`src/rtl/demux1to2_32_buf.sv`:
```
// demux1to2_32_buf
//   Buffered 1-to-2 demultiplexer. One valid/ready producer port feeds two
//   independent FIFO queues. in_select picks the destination queue of each word,
//   and each queue drains through its own valid/ready consumer port.
//
//   Ports
//     clk, rst                   system clock, asynchronous active-high reset
//     in_data/in_select          word and its destination queue (0 or 1)
//     in_valid/in_ready          producer handshake; in_ready = selected queue not full
//     out0_data/valid/ready      consumer 0 handshake; data reads 0 while the queue is empty
//     out1_data/valid/ready      consumer 1 handshake; data reads 0 while the queue is empty
//     out0_count/out1_count      number of entries held in each queue (0..DEPTH)
module demux1to2_32_buf #(
    parameter int WIDTH = 32,
    parameter int DEPTH = 2
) (
    input  logic                       clk,
    input  logic                       rst,
    input  logic [WIDTH-1:0]           in_data,
    input  logic                       in_select,
    input  logic                       in_valid,
    output logic                       in_ready,
    output logic [WIDTH-1:0]           out0_data,
    output logic                       out0_valid,
    input  logic                       out0_ready,
    output logic [WIDTH-1:0]           out1_data,
    output logic                       out1_valid,
    input  logic                       out1_ready,
    output logic [$clog2(DEPTH+1)-1:0] out0_count,
    output logic [$clog2(DEPTH+1)-1:0] out1_count
);

    localparam int PTR_W = $clog2(DEPTH);
    localparam int CNT_W = $clog2(DEPTH+1);

    logic [WIDTH-1:0]      mem [2][DEPTH];
    logic [1:0][PTR_W-1:0] head;
    logic [1:0][PTR_W-1:0] tail;
    logic [1:0][CNT_W-1:0] count;
    logic [1:0]            push;
    logic [1:0]            pop;
    logic [1:0]            valid;

    // No bypass: a full queue refuses a push even if it pops in the same cycle,
    // which keeps in_ready independent of the consumer ready inputs.
    assign in_ready = (count[in_select] != CNT_W'(DEPTH));

    always_comb begin
        valid[0] = (count[0] != '0);
        valid[1] = (count[1] != '0);
        push[0]  = in_valid & in_ready & ~in_select;
        push[1]  = in_valid & in_ready &  in_select;
        pop[0]   = valid[0] & out0_ready;
        pop[1]   = valid[1] & out1_ready;
    end

    // DEPTH is a power of two, so the pointers wrap on their own.
    always_ff @(posedge clk or posedge rst) begin
        if (rst) begin
            head  <= '0;
            tail  <= '0;
            count <= '0;
        end else begin
            for (int q = 0; q < 2; q++) begin
                if (push[q]) tail[q] <= tail[q] + PTR_W'(1);
                if (pop[q])  head[q] <= head[q] + PTR_W'(1);
                case ({push[q], pop[q]})
                    2'b10:   count[q] <= count[q] + CNT_W'(1);
                    2'b01:   count[q] <= count[q] - CNT_W'(1);
                    default: count[q] <= count[q];
                endcase
            end
        end
    end

    // Storage needs no reset: the outputs are gated to zero while a queue is empty.
    always_ff @(posedge clk) begin
        if (push[0]) mem[0][tail[0]] <= in_data;
        if (push[1]) mem[1][tail[1]] <= in_data;
    end

    assign out0_valid = valid[0];
    assign out1_valid = valid[1];
    assign out0_data  = valid[0] ? mem[0][head[0]] : '0;
    assign out1_data  = valid[1] ? mem[1][head[1]] : '0;
    assign out0_count = count[0];
    assign out1_count = count[1];

endmodule

```
`config.mk`:
```
export PLATFORM = sky130hd
export DESIGN_NAME = demux1to2_32_buf
export DESIGN_NICKNAME = d
export VERILOG_FILES = /design/src/rtl/demux1to2_32_buf.sv
export SDC_FILE = /design/constraint.sdc
export NUM_CORES = 1
export LEC_CHECK = 0
export CAP_MARGIN = 15
export CORE_ASPECT_RATIO = 0.9
export CORE_MARGIN = 2
export CORE_UTILIZATION = 37
export CTS_CLUSTER_DIAMETER = 60
export DETAILED_ROUTE_END_ITERATION = 10
export HOLD_SLACK_MARGIN = 0.1
export PLACE_DENSITY = 0.61
export SLEW_MARGIN = 20
export SYNTH_ARGS = -nofsm -noshare
export SYNTH_HDL_FRONTEND = slang
export SYNTH_SLANG_ARGS = --single-unit
```
`constraint.sdc`:
```
create_clock -name clk -period 3.8 [get_ports clk]
set_input_delay 1.14 -clock clk [delete_from_list [all_inputs] [get_ports clk]]
set_output_delay 1.14 -clock clk [all_outputs]
set_load 0.01 [all_outputs]
```
After elaboration in Yosys (flattened, before gate mapping)
Memory sizes are Yosys's and may differ from the RTL's.
Cells that the tools add are included.
Widths: inputs -> output; s select.
- logic and storage cells: 67
- register bits after elaboration: 8
- output and inout port bits: 71
- bits of input ports: 38
- bits in writable memories: 128
- memories kept: 1
- memory list (name ; depth ; width ; read ports ; clocked after memory_dff ; wr ports ; line ; text):
    mem ; 2 ; 64 ; 2 ; 0 ; 1 ; 36 ; logic [WIDTH-1:0] mem [2][DEPTH];
- equal/unequal tests: 5
- magnitude comparators: 7
- multiplexer cells: 23
- add/subtract/negate cells: 8
- reductions and logical operators: 7
- bitwise operators: 10
- operator list (operator ; number):
    $mux 32 ; 10
    $mux 64 ; 4
    $demux 32 s1 ; 2
    $reduce_or 64->1 ; 1
    $ge 2x2->1 const B ; 4
    $not 1->2 ; 4
    $pmux 2 s2 ; 2
    $reduce_bool 2->1 ; 4
    $and 1x1->1 ; 5
    $add 1x1->1 const B ; 4
    $add 2x1->2 const B ; 2
    $eq 2x1->1 const B ; 2
    $eq 2x2->1 const B ; 2
    $lt 2x1->1 const B ; 2
    $mux 2 ; 2
    $sub 2x1->2 const B ; 2
    $mux 1 ; 3
    $logic_and 1x1->1 ; 2
    $lt 1x2->1 const B ; 1
    $ne 2x2->1 const B ; 1
    $not 1->1 ; 1

Logic depth before layout (Yosys ltp)
- depth in word-level cells: 9
- depth in mapped cells: 7
- mapped depth without buffers: 7

Worst setup path before layout
Ideal clock, no wire load.
- kind: input port to flip-flop
- start: input in_select
- end: memory mem[0][0] in the netlist's numbering (enable)
- arrival time: 2.751 ns
- path slack: 0.628 ns
- buffers on the path: 0
- data required time: 3.379 ns
- library setup time: 0.421 ns
- stages: 2
- cell sequence: nand3b_2 -> nor2_1
- cells in the longest elaborated chain, start to end: 9
- elaborated cells on any way between the ends: 14
- those cells by class: eq/ne (1); mux (8); bitwise (4); reduce/logical (1)
- ends and longest elaborated chain (element ; line ; text):
    from (decl) ; 20 ; input logic in_select,
    $mux 2 (not written as such) (2 in a row) ; 46 ; assign in_ready = (count[in_select] != CNT_W'(DEPTH));
    $ne 2x2->1 ; 46 ;
    $and 1x1->1 ; 51, 52 ;
    $and 1x1->1 ; 52 ; push[1] = in_valid & in_ready & in_select;
    $mux 1 ; 79 ; if (push[1]) mem[1][tail[1]] <= in_data;
    $mux 64 (not written as such) ; 79 ;
    $reduce_or 64->1 (no source line) ; -- ;
    $mux 1 (no source line) / $mux 64 (equally long branches) ; -- ;
    to (decl) ; 36 ;
Several ways; a longest one is shown, not always the timed one. The select of a mux whose other input is x is not followed.

Worst setup path in the final report
- start: input in_select
- end: output in_ready
- cells in the longest elaborated chain, start to end: 3
- ends and longest elaborated chain (element ; line ; text):
    $mux 2 (not written as such) (2 in a row) ; 46 ;
    $ne 2x2->1 ; 46 ;
    to (decl) ; 22 ; output logic in_ready,
Every way passes these cells. The select of a mux whose other input is x is not followed.

==> Flow_metrics.wiki <==
{| class="wikitable"
! Metric !! Value
|-
| First-pass GRT wire length || between 15000 and 20000 µm
|-
| Clock tree from TritonCTS || yes
|-
| TritonRoute pass-1 iters || 5
|-
| Summed area of non-filler cells in the final layout || between 0.007 and 0.008 mm²
|-
| Transition time of the tightest slew-check pin || 0.6223 ns
|-
| Worst path slowest cell || clkdlybuf4s50_1
|-
| Power per cell area || between 700 and 800 mW/mm²
|-
| Worst path arrival time || approximately 2.5 ns
|-
| Fraction of the yosys area taken by sequential cells || roughly 77%
|-
| Kind of end point of the critical path || output port
|-
| Area Overhead vs Synth || 35.57%
|-
| Clk_skew || between 0.005 and 0.006 ns
|-
| Final critical-path share of the clock period || between 90% and 100%
|-
| CP bufs+invs || 2
|-
| Cell count after synthesis || 310
|-
| CP startpoint || in_select
|-
| Met1 usage || about 18%
|-
| Max transition margin || slightly below 60%
|-
| Number of distinct library cells after synthesis || 18
|-
| Die height || roughly 120 µm
|-
| Total number of cells along the worst setup path || 3
|-
| Hold WC Path Type || reg2reg
|-
| Cell area reported after detailed placement || 0.006631 mm²
|-
| Clock transition at the register clock pins on the worst setup and hold paths after CTS || 0.05 ns
|-
| Iter 0 DRT Violations || 134
|-
| Synth top area cells || edfxtp_1 (73%), mux2i_1 (12%), nor2_1 (5.0%)
|-
| Global-route congestion overflow total || 0
|-
| Synthesized cell area || approximately 0.0053 mm²
|-
| Min Clock Period, post-route || between 3 and 4 ns
|-
| Placed Instances || 607
|-
| Total power || approximately 0.0056 W
|-
| Worst vdd ir || approximately 630 µV
|-
| Leakage power total || ~2.6 nW
|-
| Total wirelength of the detailed-routed design || approximately 11000 µm
|-
| Detailed Place HPWL || 6620 µm
|-
| Final hold violation count || 0
|-
| Yosys top cell by area || edfxtp_1
|-
| Detail-routed via count per cell || 4.527
|-
| Synthesized net count || 350
|-
| Number of antenna violations at the first check in global routing || 0
|-
| Setup violations, final || 0
|-
| GPL Wtd Cong || ~0.7
|-
| Total of hold buffers inserted after clock tree synthesis || 0
|-
| Average wire length per cell after detail routing || between 15 and 20 µm
|-
| Met2 capacity usage during global routing || between 20% and 30%
|-
| Number of buffers added on ports || approximately 110
|-
| Worst Path Required || 2.66 ns
|-
| Antenna-violating nets left || 0
|-
| Fraction of met3 tracks used by global routing || roughly 4.5%
|-
| Nets@finish || around 470
|-
| Die Outline Area || about 0.015 mm²
|-
| Skew-Pair Late Insertion Delay || ~0.4 ns
|-
| Vias in the first global route || 2908
|-
| Total routing usage reported by global routing || 14.51%
|-
| Type of the worst setup path || in2out
|-
| Number of max-cap violations || 0
|-
| Register-to-register path setup slack || roughly 1.6 ns
|-
| Final number of max-transition violations || 0
|-
| Largest fanout on the critical path || 3
|-
| Initial cell density of the core || a little under two fifths
|-
| Most used routing layer in global routing || met2
|-
| Horizontal die dimension || roughly 130 µm
|-
| I/O pin count || around 110
|-
| Root Buffer Master || clkbuf_16
|-
| Non-Filler Instances || approximately 640
|-
| Proportion of layout cells with a drive suffix above 1 || between 10% and 20%
|-
| Final core occ || a little over 50%
|-
| Number of warnings reported in the yosys synthesis log || 0
|-
| R2r endpoint || out1_count[1]
|-
| Unrepaired setup endpoints after global routing || no
|-
| Antenna cells || 0
|-
| Post-route DRC || 0
|-
| Post CTS Setup Buffer Count || 0
|-
| Worst-case reg-to-reg path depth || 7
|-
| Result of the run || finished clean
|-
| Final-layout fill cell count || roughly 1200
|-
| Portion of synthesized cell area occupied by the leading cell type || about 73%
|-
| Number of H-tree branching levels || 4
|-
| Startpoint of the worst register-to-register path || out1_count[0]
|-
| Average size of a mapped cell || between 15 and 20 µm²
|-
| Core Rows || just over 40
|-
| Inserted Clock Buffers || 17
|-
| Termination of the worst setup path || in_ready
|-
| Vias || between 2000 and 3000
|-
| Pin count of the biggest net entering global routing || 33
|-
| # resized after CTS || 0
|-
| Longest Clk Path Bufs || 2
|-
| Register bit count reported by yosys || approximately 140
|-
| Accumulated negative setup slack || 0 ns
|-
| FMAX || roughly 270 MHz
|-
| Critical path's top delay family || buffers and inverters
|-
| Most prevalent standard cell on the critical path || clkdlybuf4s50_1
|-
| Sink count of the clock tree || approximately 140
|-
| Cell chain of the critical path || clkdlybuf4s50_1, mux2_2, clkdlybuf4s50_1
|-
| Critical path startpoint category || input pin
|-
| Largest stage delay on the critical path || roughly 0.53 ns
|-
| Area of the core || between 0.01 and 0.015 mm²
|}
[cells in the final DEF, fill, tap and decap left out, types with 3 or more instances in the layout]
| cell | netlist | routed |
|---|---|---|
| buf_12 | 0 | 3 |
| buf_4 | 2 | 7 |
| clkbuf_1 | 0 | 3 |
| clkbuf_16 | 0 | 17 |
| clkdlybuf4s50_1 | 0 | 108 |
| clkinv_1 | 0 | 4 |
| clkinv_2 | 0 | 5 |
| dfrtp_1 | 8 | 6 |
| edfxtp_1 | 128 | 128 |
| inv_1 | 3 | 3 |
| mux2i_1 | 64 | 64 |
| nor2_1 | 70 | 66 |
| nor2_4 | 2 | 6 |
| xnor2_1 | 6 | 6 |
| xor2_1 | 4 | 4 |
[registers in the layout, summed over array words and instances (netlist names)]
register / count
tail: 2
head: 2
out0_count: 2
mem: 128
out1_count: 2
[cell usage after synthesis]
cell type	instances
edfxtp_1	128
nor2_1	70
mux2i_1	64
dfrtp_1	8
buf_2	6
buf_6	6
xnor2_1	6
xor2_1	4
inv_1	3
and2_4	2
buf_4	2
ha_1	2
inv_2	2
nand2b_1	2
nor2_4	2
mux2_2	1
nand3_2	1
nand3b_2	1
[report_power, final]
group / switching, W / total (W) / internal (W)
sequential: 0.000182 / 0.00206 / 0.00188
clock: 0.000558 / 0.00144 / 0.000881
combinational: 0.000996 / 0.00213 / 0.00113
total: 0.00174 / 0.00563 / 0.00390
[area by class of cell]
class / instances / area [µm²] / area share, %
Tap cell: 193 / 241.5 / 3.376
Sequential cell: 136 / 4046 / 56.57
Multi-Input combinational cell: 155 / 1131 / 15.81
Clock inverter: 12 / 85.08 / 1.189
Timing Repair Buffer: 118 / 1194 / 16.69
Inverter: 5 / 18.77 / 0.2624
Clock buffer: 20 / 436.7 / 6.105
[how the worst min path moves through the flow]
| stage | from | to | slack [ns] | cells past startpoint |
|---|---|---|---|---|
| 6_report | tail[0] | tail[0] | 0.55 | 1 |
| 5_1_grt | tail[0] | tail[0] | 0.58 | 1 |
| 4_1_cts | tail[0] | tail[0] | 0.55 | 1 |
| 3_5_place_dp | tail[0] | tail[0] | 0.54 | 1 |
| 3_3_place_gp | tail[0] | tail[0] | 0.53 | 1 |
| 2_1_floorplan | tail[1] | tail[1] | 0.47 | 1 |
[routing by layer]
metal  vias up  part of all wire, %
li1       1382                    -
met1      1424                   43
met2        75                   51
met3        12                  4.7
met4         0                  1.4
met5         -                    0
[logic make-up after synthesis]
family,Yosys count,share of synthesized area [%]
adders and majority gates,2,0.4742
DFF,136,76.64
buffers and inverters,19,2.490
xor gates and xnor gates,10,1.660
muxes,65,12.35
and+or+nand+nor,78,6.379
[per-stage QoR]
stage / setup slack [ns] / hold slack [ns]
2_1_floorplan: 0.6282 / 0.4675
3_3_place_gp: 0.1619 / 0.5340
3_5_place_dp: 0.1658 / 0.5431
4_1_cts: 0.1489 / 0.5507
5_1_grt: 0.1384 / 0.5814
6_report: 0.1615 / 0.5489
No activity file was read; power rests on OpenSTA's default activity.
